==> config.mk <==
export PLATFORM = sky130hd
export DESIGN_NAME = psum_collector
export DESIGN_NICKNAME = d
export VERILOG_FILES = /design/src/rtl/psum_collector.sv
export SDC_FILE = /design/constraint.sdc
export NUM_CORES = 1
export LEC_CHECK = 0
export BUFFER_PORTS_ARGS = -buffer_cell sky130_fd_sc_hd__buf_2
export CAP_MARGIN = 20
export CORE_AREA = 4 4 135 111
export DETAILED_ROUTE_END_ITERATION = 6
export DIE_AREA = 0 0 139 115
export PLACE_DENSITY = 0.69
export SLEW_MARGIN = 20
export SYNTH_ARGS = -nofsm -noshare
export SYNTH_HDL_FRONTEND = slang
export SYNTH_SLANG_ARGS = --single-unit
==> constraint.sdc <==
create_clock -name clk -period 2.9 [get_ports clk]
set_clock_uncertainty 0.2 [all_clocks]
set_input_delay 0.145 -clock clk [delete_from_list [all_inputs] [get_ports clk]]
set_output_delay 0.145 -clock clk [all_outputs]
set_load 0.005 [all_outputs]
==> src/rtl/psum_collector.sv <==
// Psum collector: deskews the staggered bottom-row psum columns of a systolic array
// and buffers the complete rows in a small FIFO that drains under valid/ready.

module psum_deskew_lane #(
    parameter int DATA_WIDTH = 16,
    parameter int STAGES     = 0
) (
    input  logic                  clk,
    input  logic                  rst,
    input  logic                  clear,
    input  logic [DATA_WIDTH-1:0] din,
    input  logic                  vin,
    output logic [DATA_WIDTH-1:0] dout,
    output logic                  vout
);
    generate
        if (STAGES == 0) begin : g_pass
            logic lane_unused;
            assign lane_unused = ^{clk, rst, clear};
            assign dout = din;
            assign vout = vin;
        end else begin : g_dly
            logic [STAGES-1:0]                 vld_pipe;
            logic [STAGES-1:0][DATA_WIDTH-1:0] dat_pipe;

            always_ff @(posedge clk or posedge rst) begin
                if (rst) begin
                    vld_pipe <= '0;
                    dat_pipe <= '0;
                end else if (clear) begin
                    vld_pipe <= '0;
                    dat_pipe <= '0;
                end else begin
                    vld_pipe[0] <= vin;
                    dat_pipe[0] <= din;
                    for (int s = 1; s < STAGES; s++) begin
                        vld_pipe[s] <= vld_pipe[s-1];
                        dat_pipe[s] <= dat_pipe[s-1];
                    end
                end
            end

            assign dout = dat_pipe[STAGES-1];
            assign vout = vld_pipe[STAGES-1];
        end
    endgenerate
endmodule

module psum_collector #(
    parameter int DATA_WIDTH = 16,
    parameter int COLS       = 2,
    parameter int DEPTH      = 4
) (
    input  logic                       clk,
    input  logic                       rst,
    input  logic                       clear,
    input  logic [COLS*DATA_WIDTH-1:0] psum_in,
    input  logic [COLS-1:0]            psum_valid_in,
    output logic [COLS*DATA_WIDTH-1:0] out_data,
    output logic                       out_valid,
    input  logic                       out_ready,
    output logic [$clog2(DEPTH+1)-1:0] count,
    output logic                       overflow,
    output logic                       skew_error
);
    localparam int PTR_W = $clog2(DEPTH);
    localparam int CNT_W = $clog2(DEPTH+1);
    localparam logic [CNT_W-1:0] FULL_CNT = CNT_W'(DEPTH);

    logic [COLS-1:0][DATA_WIDTH-1:0] dly_data;
    logic [COLS-1:0]                 dly_vld;

    // Column c waits COLS-1-c cycles so every lane lines up with the last column.
    generate
        for (genvar c = 0; c < COLS; c++) begin : g_lane
            psum_deskew_lane #(
                .DATA_WIDTH(DATA_WIDTH),
                .STAGES    (COLS-1-c)
            ) u_lane (
                .clk  (clk),
                .rst  (rst),
                .clear(clear),
                .din  (psum_in[c*DATA_WIDTH +: DATA_WIDTH]),
                .vin  (psum_valid_in[c]),
                .dout (dly_data[c]),
                .vout (dly_vld[c])
            );
        end
    endgenerate

    logic [COLS*DATA_WIDTH-1:0] mem [DEPTH];
    logic [PTR_W-1:0]           wr_ptr, rd_ptr;
    logic                       aligned_valid, aligned_any, full, push, pop, drop, skew;

    assign aligned_valid = &dly_vld;
    assign aligned_any   = |dly_vld;
    assign full          = (count == FULL_CNT);
    assign out_valid     = (count != '0);
    assign pop           = out_valid & out_ready;
    // A pop in the same edge frees the slot, so a full FIFO still accepts the push.
    assign push          = aligned_valid & (~full | pop);
    assign drop          = aligned_valid & full & ~pop;
    assign skew          = aligned_any & ~aligned_valid;

    always_ff @(posedge clk or posedge rst) begin
        if (rst) begin
            wr_ptr     <= '0;
            rd_ptr     <= '0;
            count      <= '0;
            overflow   <= 1'b0;
            skew_error <= 1'b0;
        end else if (clear) begin
            wr_ptr     <= '0;
            rd_ptr     <= '0;
            count      <= '0;
            overflow   <= 1'b0;
            skew_error <= 1'b0;
        end else begin
            if (push) wr_ptr <= wr_ptr + PTR_W'(1);
            if (pop)  rd_ptr <= rd_ptr + PTR_W'(1);
            case ({push, pop})
                2'b10:   count <= count + CNT_W'(1);
                2'b01:   count <= count - CNT_W'(1);
                default: count <= count;
            endcase
            if (drop) overflow   <= 1'b1;
            if (skew) skew_error <= 1'b1;
        end
    end

    // Row storage needs no reset: the head is masked whenever the FIFO is empty.
    always_ff @(posedge clk) begin
        if (push && !clear) mem[wr_ptr] <= dly_data;
    end

    assign out_data = out_valid ? mem[rd_ptr] : '0;
endmodule

==> results of run 1 <==
-- cells in the final DEF, fill, tap and decap left out, types with 9 or more instances in the layout --
cell	instances
mux4_2	32
nor2b_1	49
nor2_1	9
clkbuf_16	17
dfrtp_1	24
buf_2	75
edfxtp_1	128
dlygate4sd3_1	35
-- routing by layer --
layer	wire, um	GRT usage (%)	vias to the layer above
li1	-	-	1431
met1	4920	19.1	1543
met2	5250	23.1	78
met3	508	4.95	8
met4	72	3.78	0
met5	0	0	-
-- critical path: stages (launching register included) --
cell     delay, ps
dfrtp_2        560
buf_4          280
mux4_2         540
nor2b_1        150
buf_2          140
-- cell type report --
cell class              instances  area [um2]  share of cell area, %
flip-flops and latches        154        4500                   59.6
multi-input cells             132        1420                   18.9
repair buffers                118         823                   10.9
clock buffers                  25         485                   6.43
well taps                     180         225                   2.98
clock inverters                 7        68.8                  0.912
inverters                       6        22.5                  0.298
-- final timing paths --
check | start | to | slack, ps
max | rd_ptr[0] | out_data[18] | 480
min | out_ready | rd_ptr[0] | 20
max reg2reg | g_lane[0].u_lane.vout | mem[1][11] | 560
min reg2reg | g_lane[0].u_lane.dout[1] | mem[3][1] | 290
max in group asynchronous | rst | rd_ptr[0] | 1900
min in group asynchronous | rst | g_lane[0].u_lane.dout[2] | 160
-- cell families after synthesis --
logic type | Yosys count | synth area share (%)
muxes | 33 | 12.1
adders and majority gates | 6 | 1.36
buffers and inverters | 25 | 2.34
AOI/OAI and AO/OA | 17 | 1.80
and+or+nand+nor | 72 | 7.60
xor gates and xnor gates | 4 | 0.579
DFF | 154 | 74.2
-- repair_timing --
action,4_1_cts,5_1_grt
hold buffers,35,0
setup buffers,0,0
hold endpoints to repair,108,0
-- power breakdown --
part,internal [mW],switching [mW]
Clock,1.25,0.794
Sequential,2.43,0.0318
Combinational,0.174,0.143
Total,3.85,0.969
-- state kept, by name, indices dropped and copies added (netlist names) --
name,flops
count,3
g_lane.u_lane.dout,16
g_lane.u_lane.vout,1
mem,128
overflow,1
rd_ptr,2
skew_error,1
wr_ptr,2
-- through the flow --
stage / cell area [um2] / instances / worst slack (ps) / utilization, %
floorplan: 6050 / 311 / 365 / -
global placement: 6640 / 555 / 623 / 49.2
detailed placement: 6640 / 555 / 577 / 49.2
CTS: 7550 / 622 / 424 / 55.9
global route: 7550 / 622 / 349 / 55.9
finish: 7550 / 622 / 476 / 55.9
==> results.md, run 1 <==
* Rows at 38
* Drt wl/cell at 17.3 um
* Largest area contributor in the netlist: edfxtp_1
* Ys flop type: edfxtp_1
* Layout Nets at 473
* Number of top-level pins at 76
* Vias at 3060
* H-tree levels at 4
* Worst-Skew Late Latency at 400 ps
* Top cells by count, synth: edfxtp_1, nor2b_1, mux4_2
* Slew HR at 59.1%
* # DRC at 0
* Run status: completed
* TritonCTS clock tree: built
* Total power at 4.82 mW
* Maximum clock insertion buffer count at 2
* Synth cell types at 35
* Max_cap viols at 0
* VDD IR-drop max at 0.000412 V
* Final wirelength at 10800 um
* Final ANT Viol Nets at 0
* Clock transition at path regs at 60 ps
* Crit path launch type: flop
* Synthesized Nets at 355
* Root Buffer Master: clkbuf_16
* Die Y at 115 um
* CTS sink cnt at 154
* Hold Crit Depth at 4
* Post-synth ARST share at 16.9%
* Worst-Margin Slew at 613 ps
* Synth-to-layout area growth at 24.6%
* Layout cells sized above 1 at 34.6%
* Final period util at 83.6%
* Die W at 139 um
* Setup TNS at 0 ps
* Pwr/cell area at 639 nW/um2
* Routability congestion estimate at 0.765
* Hold Vio Cnt, Final at 0
* Vias/cell at 4.92
* Total gr overflow at 0
* Largest net degree at the start of global routing at 34
* Antenna diode count at 0
* Setup-failing EPs final at 0
* Cells on worst reg2reg path at 5
* Synth warnings at 0
* Initial antenna violation count at 0
* Crit path kind: flop to output pin
* Cells after Synth at 311
* P_leak at 2.73 nW
* Initial Utilization at 44.8%
* I/O Buffers at 75
* Count leader, synth: edfxtp_1
* Initial drt markers at 153
* Post-synth top area share at 63.5%
* Pins Over Slew Limit at 0
* RSZ-0062 raised after global routing: no
* Hold Path Class: input port to flop
* Area of the mapped netlist at 6050 um2
* Num CTS Buffers at 17
* #FFs+latches synth at 154
* Nature of the critical path endpoint: output pin
* Sequential share of the synthesized area at 74.2%
* Vias in the first global route at 3306
* Critical Path RT at 2560 ps
* Post_cts resized at 0
* Core ar. at 13500 um2
* Largest cells by area after synthesis: edfxtp_1, mux4_2, dfrtp_1
* Min Tclk post-route at 2420 ps
* Fillers at 1062
* First-pass GRT wire length at 17500 um
* Die area at 16000 um2
* Post-synth EDFFs at 128
* CP Max Fanout at 10
* Worst Hold Margin at 22.1 ps
* GRT Overall Usage at 14.4%
* TritonRoute pass-1 iters at 4
* Mean Syn Cell Area at 19.5 um2
* HPWL after DPL at 6610 um
* Fmax achieved at 0.413 GHz
* Crit path arrival time at 2080 ps
Power figures use the tool's default switching activity.
==> run 2, diff against run 1 <==
--- a/config.mk
+++ b/config.mk
@@ -10,7 +10,7 @@
 export CORE_AREA = 4 4 135 111
 export DETAILED_ROUTE_END_ITERATION = 6
 export DIE_AREA = 0 0 139 115
-export PLACE_DENSITY = 0.69
+export PLACE_DENSITY = 0.71
 export SLEW_MARGIN = 20
 export SYNTH_ARGS = -nofsm -noshare
 export SYNTH_HDL_FRONTEND = slang
==> constraint.sdc (replaced) <==
create_clock -name clk -period 2.1 [get_ports clk]
set_clock_uncertainty 0.2 [all_clocks]
set_input_delay 0.105 -clock clk [delete_from_list [all_inputs] [get_ports clk]]
set_output_delay 0.105 -clock clk [all_outputs]
set_load 0.005 [all_outputs]
==> results.md, run 2 (synthesis gave the netlist of run 1 again) <==
* Core ar. at 13500 um2 (unchanged)
* Largest net degree at the start of global routing at 34 (unchanged)
* Net Switching at 1.46 mW (was 969 uW)
* Min Tclk post-route at 2210 ps
* Drt wl/cell at 17.4 um (was 17.3 um)
* Run status: finished with violations (was completed)
* Die area at 16000 um2 (unchanged)
* RSZ-0062 raised after global routing: yes (was no)
* Crit path launch type: flop (unchanged)
* Routability congestion estimate at 0.748 (was 0.765)
* Setup slack after layout at -107 ps (was 476 ps)
* Critical Path RT at 1790 ps (was 2560 ps)
* Rows at 38 (unchanged)
* Clock transition at path regs at 60 ps (about the same)
* Root Buffer Master: clkbuf_16 (unchanged)
* CP max stage cell: mux4_2 (was dfrtp_2)
* Vias in the first global route at 3380 (was 3306)
* Setup-failing EPs final at 32 (was 0)
* Max_cap viols at 0 (unchanged)
* Switching portion of total power at 22.0% (was 20.1%)
* Crit path kind: flop to output pin (unchanged)
* Most frequent cells in the layout: edfxtp_1, buf_2, nor2b_1 (unchanged)
* Logic pwr share at 7.9% (was 6.6%)
* Number of top-level pins at 76 (unchanged)
* Peak per-stage delay on the critical path at 490 ps (was 560 ps)
* Total power at 6.63 mW (was 4.82 mW)
* Final wirelength at 11200 um (was 10800 um)
* Final period util at 105%
* Crit path arrival time at 1900 ps (was 2080 ps)
* Pwr/cell area at 848 nW/um2 (was 639 nW/um2)
* CTS sink cnt at 154 (unchanged)
* Maximum clock insertion buffer count at 2 (unchanged)
* P_leak at 2.86 nW (was 2.73 nW)
* GRT Overall Usage at 15.0% (was 14.4%)
* Slew HR at 72.9% (was 59.1%)
* Top reg by flops: mem (unchanged)
* Final ANT Viol Nets at 0 (unchanged)
* Failing checks: negative setup slack
* Total gr overflow at 0 (unchanged)
* Vias/cell at 4.93 (was 4.92)
* Layout Nets at 493 (was 473)
* TritonCTS clock tree: built (unchanged)
* HPWL after DPL at 6740 um (was 6610 um)
* H-tree levels at 4 (unchanged)
* Pins Over Slew Limit at 0 (unchanged)
* CP Cell Sequence: buf_4, buf_12, mux4_2, nor2b_1, buf_2 (was buf_4, mux4_2, nor2b_1, buf_2)
* Worst-Skew Late Latency at 410 ps (was 400 ps)
* Pre-CTS setup slack at 6.49 ps (was 577 ps)
* # DRC at 0 (unchanged)
* Worst-Margin Slew at 401 ps (was 613 ps)
* Hold Path Class: input port to flop (unchanged)
* Sequential Power Share at 51.0% (was 51.1%)
* Synth-to-layout area growth at 29.2% (was 24.6%)
* Die Y at 115 um (unchanged)
* Max reg flops at 128 (unchanged)
* Initial antenna violation count at 0 (unchanged)
* Int Pwr at 5.18 mW (was 3.85 mW)
* Fmax achieved at 0.453 GHz
* Layout cells sized above 1 at 39.0% (was 34.6%)
* Nature of the critical path endpoint: output pin (unchanged)
* VDD IR-drop max at 0.000515 V (was 0.000412 V)
* Vias at 3166 (was 3060)
* Num CTS Buffers at 17 (unchanged)
* TritonRoute pass-1 iters at 4 (unchanged)
* Antenna diode count at 0 (unchanged)
* CP Max Fanout at 6 (was 10)
* I/O Buffers at 75 (unchanged)
* Initial Utilization at 44.8% (unchanged)
* Hold Vio Cnt, Final at 0 (unchanged)
* Initial drt markers at 171 (was 153)
* Commonest non-fill, non-tap cell in the layout: edfxtp_1 (unchanged)
* Die W at 139 um (unchanged)
* First-pass GRT wire length at 18200 um (was 17500 um)
* Worst Hold Margin at 10.4 ps (was 22.1 ps)
* Clock power frac at 41.1% (was 42.4%)
==> run 2: cell count changes in the layout (fill, tap and decap cells not counted), sizes merged <==
cell         before  now
bufinv            1    0
buf              83  101
dlygate4sd3      35   36
clkinv            3    5
inv               7   13
clkinvlp          2    3
clkbuf           25   18
==> run 2: repair_timing <==
action | in CTS | in global routing
gates resized for setup | 5 | 3
gates cloned | 2 | 1
setup endpoints to repair | 33 | 33
hold buffers | 36 | 0
pin swaps | 0 | 1
buffers inserted | 1 | 2
endpoints found under the hold margin | 111 | 0
==> run 2: worst paths after layout <==
kind | start | to | slack (ps) | cells past startpoint
max in group asynchronous | rst | rd_ptr[0] | 1040 | 4
min | clear | skew_error | 10 | 3
max | rd_ptr[0] | out_data[24] | -110 | 5
max reg2reg | g_lane[0].u_lane.vout | count[1] | 80 | 7
min reg2reg | skew_error | skew_error | 290 | 2
min in group asynchronous | rst | skew_error | 20 | 3
==> run 2: cell type report <==
type,instances,area (um2)
fillers,1014,5680
multi-input cells,132,1440
repair buffers,138,1100
flip-flops and latches,154,4500
clock inverters,15,115
well taps,180,225
clock buffers,17,425
inverters,6,22.5
==> run 2: per-layer routing <==
metal	GRT usage (%)	wire length [um]	share of wire [%]	vias up
met3	5.74	730	6.5	12
met1	18.7	4750	42	1584
met4	4.50	123	1.1	0
met5	0	0	0	-
met2	24.9	5580	50	100
li1	-	-	-	1470
==> run 2: stage by stage <==
stage | instances | instance area [um2] | setup TNS (ps) | util (%)
2_1_floorplan | 311 | 6080 | -426 | -
6_report | 642 | 7820 | -1950 | 57.9
5_1_grt | 642 | 7820 | -4880 | 57.9
4_1_cts | 639 | 7770 | -2560 | 57.5
3_3_place_gp | 568 | 6780 | 0 | 50.2
3_5_place_dp | 568 | 6780 | 0 | 50.2
==> run 2: worst max-delay path, delay by kind of cell (launching register included) <==
kind | cells | cell delay [ps]
buf+inv | 3 | 410
flops | 1 | 430
mux | 1 | 490
simple gates | 1 | 160
==> run 2: power groups by stage <==
| stage | combinational, mW | clock, mW | sequential, mW |
|---|---|---|---|
| after floorplan | 0.271 | 0 | 3.43 |
| after global placement | 0.420 | 0 | 3.44 |
| after detailed placement | 0.430 | 0 | 3.44 |
| after CTS | 0.520 | 2.79 | 3.38 |
| after global routing | 0.583 | 2.93 | 3.39 |
| final | 0.527 | 2.73 | 3.38 |
==> run 3, diff against run 2 <==
--- a/config.mk
+++ b/config.mk
@@ -7,10 +7,10 @@
 export LEC_CHECK = 0
 export BUFFER_PORTS_ARGS = -buffer_cell sky130_fd_sc_hd__buf_2
 export CAP_MARGIN = 20
-export CORE_AREA = 4 4 135 111
+export CORE_AREA = 4 4 129 106
 export DETAILED_ROUTE_END_ITERATION = 6
-export DIE_AREA = 0 0 139 115
-export PLACE_DENSITY = 0.71
+export DIE_AREA = 0 0 133 110
+export PLACE_DENSITY = 0.77
 export SLEW_MARGIN = 20
 export SYNTH_ARGS = -nofsm -noshare
 export SYNTH_HDL_FRONTEND = slang
==> results.md, run 3 (synthesis gave the netlist of run 1 again) <==
* Run status: finished with violations (unchanged)
* Failing checks: negative setup slack (unchanged)
* Crit path launch type: flop (unchanged)
* Footprint of the multi-input gates at 1450 um2 (was 1440 um2)
* Die area at 14600 um2 (was 16000 um2)
* H-tree levels at 4 (unchanged)
* CTS sink cnt at 154 (unchanged)
* Rows at 36 (was 38)
* Worst Hold Margin at 121 ps (was 10.4 ps)
* Commonest non-fill, non-tap cell in the layout: edfxtp_1 (unchanged)
* GRT Overall Usage at 17.8% (was 15.0%)
* Top reg by flops: mem (unchanged)
* Fmax achieved at 0.453 GHz (about the same)
* Clock transition at path regs at 60 ps (about the same)
* Setup-failing EPs final at 32 (unchanged)
* Total gr overflow at 0 (unchanged)
* First-pass GRT wire length at 19400 um (was 18200 um)
* Min Tclk post-route at 2210 ps (about the same)
* Fillers at 820 (was 1014)
* Initial Utilization at 49.6% (was 44.8%)
* Synth-to-layout area growth at 33.1% (was 29.2%)
* Setup slack after layout at -107 ps (about the same)
* HPWL after DPL at 7080 um (was 6740 um)
* Post-route insts no fill at 646 (was 642)
* Layout Nets at 506 (was 493)
* Largest net degree at the start of global routing at 34 (unchanged)
* Post-Place Cells at 559 (was 568)
* Num CTS Buffers at 17 (unchanged)
* Initial antenna violation count at 0 (unchanged)
* Vias/cell at 5.05 (was 4.93)
* Initial drt markers at 210 (was 171)
* Antenna diode count at 0 (unchanged)
* Root Buffer Master: clkbuf_16 (unchanged)
* # DRC at 0 (unchanged)
* RSZ-0062 raised after global routing: yes (unchanged)
* P_leak at 2.97 nW (was 2.86 nW)
* Hold Path Class: input port to asynchronous set/reset pin (was input port to flop)
* Hold Vio Cnt, Final at 0 (unchanged)
* TritonCTS clock tree: built (unchanged)
* Worst-Skew Late Latency at 410 ps (about the same)
* Number of top-level pins at 76 (unchanged)
* Drt wl/cell at 19.0 um (was 17.4 um)
* Die W at 133 um (was 139 um)
* Slew HR at 56.4% (was 72.9%)
* Maximum clock insertion buffer count at 2 (unchanged)
* Die Y at 110 um (was 115 um)
* Crit path arrival time at 1900 ps (about the same)
* Core ar. at 12200 um2 (was 13500 um2)
* Layout cells sized above 1 at 38.5% (was 39.0%)
* Pwr/cell area at 871 nW/um2 (was 848 nW/um2)
* Final ANT Viol Nets at 0 (unchanged)
* Placed standard-cell area at 6810 um2 (was 6780 um2)
* TritonRoute pass-1 iters at 4 (unchanged)
* Total power at 7.02 mW (was 6.63 mW)
* Vias in the first global route at 3607 (was 3380)
* Final period util at 105% (about the same)
* Cells on worst reg2reg path at 6 (was 7)
* Most frequent cells in the layout: edfxtp_1, buf_2, nor2b_1 (unchanged)
* Finished Cell Area at 8060 um2 (was 7820 um2)
* Worst-Margin Slew at 653 ps (was 401 ps)
* Final wirelength at 12300 um (was 11200 um)
* Vias at 3260 (was 3166)
* VDD IR-drop max at 0.000599 V (was 0.000515 V)
* Max_cap viols at 0 (unchanged)
* Max reg flops at 128 (unchanged)
* Routability congestion estimate at 0.872 (was 0.748)
* Critical Path RT at 1790 ps (about the same)
* Pins Over Slew Limit at 0 (unchanged)
* FF+latch area at 4500 um2 (unchanged)
* Nature of the critical path endpoint: output pin (unchanged)
* CP Max Fanout at 6 (unchanged)
* I/O Buffers at 75 (unchanged)
* Crit path kind: flop to output pin (unchanged)
[run 3: changes by cell type in the layout (fill, tap and decap cells not counted), moves of 3 or more]
cell	delta
bufinv_16	+3
buf_4	-3
inv_6	-4
buf_12	+3
dlygate4sd3_1	+11
[run 3: worst paths after layout]
check / startpoint / endpoint / slack [ps]
setup reg to reg: count[1] / count[1] / 50
max in group asynchronous: rst / g_lane[0].u_lane.dout[8] / 950
hold reg to reg: g_lane[0].u_lane.dout[3] / mem[2][3] / 290
min in group clk: psum_in[26] / mem[3][26] / 240
setup / recovery: rd_ptr[0] / out_data[22] / -110
hold / removal: rst / skew_error / 120
[run 3: metal layers]
metal / track usage (%) / routed length, um / up-vias
li1: - / - / 1493
met1: 22.6 / 5310 / 1665
met2: 30.4 / 6330 / 85
met3: 5.26 / 456 / 17
met4: 5.12 / 154 / 0
met5: 0 / 0 / -
[run 3: report_power, final]
| group | switching, mW | total (mW) | internal, mW |
|---|---|---|---|
| sequential | 0.0296 | 3.38 | 3.35 |
| combinational | 0.245 | 0.558 | 0.313 |
| clock | 1.18 | 3.08 | 1.90 |
| total | 1.45 | 7.02 | 5.57 |
[run 3: cell type report]
class / count / share of cell area [%]
sequential: 154 / 55.8
multi-input combinational: 132 / 18.0
timing repair buffer: 151 / 15.7
clock buffer: 18 / 5.45
tap: 171 / 2.65
clock inverter: 14 / 2.11
inverter: 6 / 0.279
[run 3: worst max-delay path, cell delays in order, from the launching register on]
cell and delay [ps]:
dfrtp_2 390, buf_12 140, clkbuf_16 170, mux4_2 510
nor2b_1 150, buf_2 130
[run 3: per-stage QoR]
| stage | util [%] | TNS [ps] | setup slack (ps) |
|---|---|---|---|
| floorplan | - | -426 | -228 |
| global placement | 55.8 | 0 | 91.6 |
| detailed placement | 55.8 | 0 | 47.9 |
| CTS | 64.6 | -3070 | -140 |
| global route | 66.0 | -4450 | -175 |
| finish | 66.0 | -2090 | -107 |
[run 3: timing repair]
item / in CTS / in global routing
setup endpoints to repair: 32 / 128
hold buffers: 47 / 0
cloned: 0 / 4
endpoints found under the hold margin: 103 / 0
setup buffers: 0 / 4
gates resized for setup: 1 / 10
pin swaps: 0 / 6
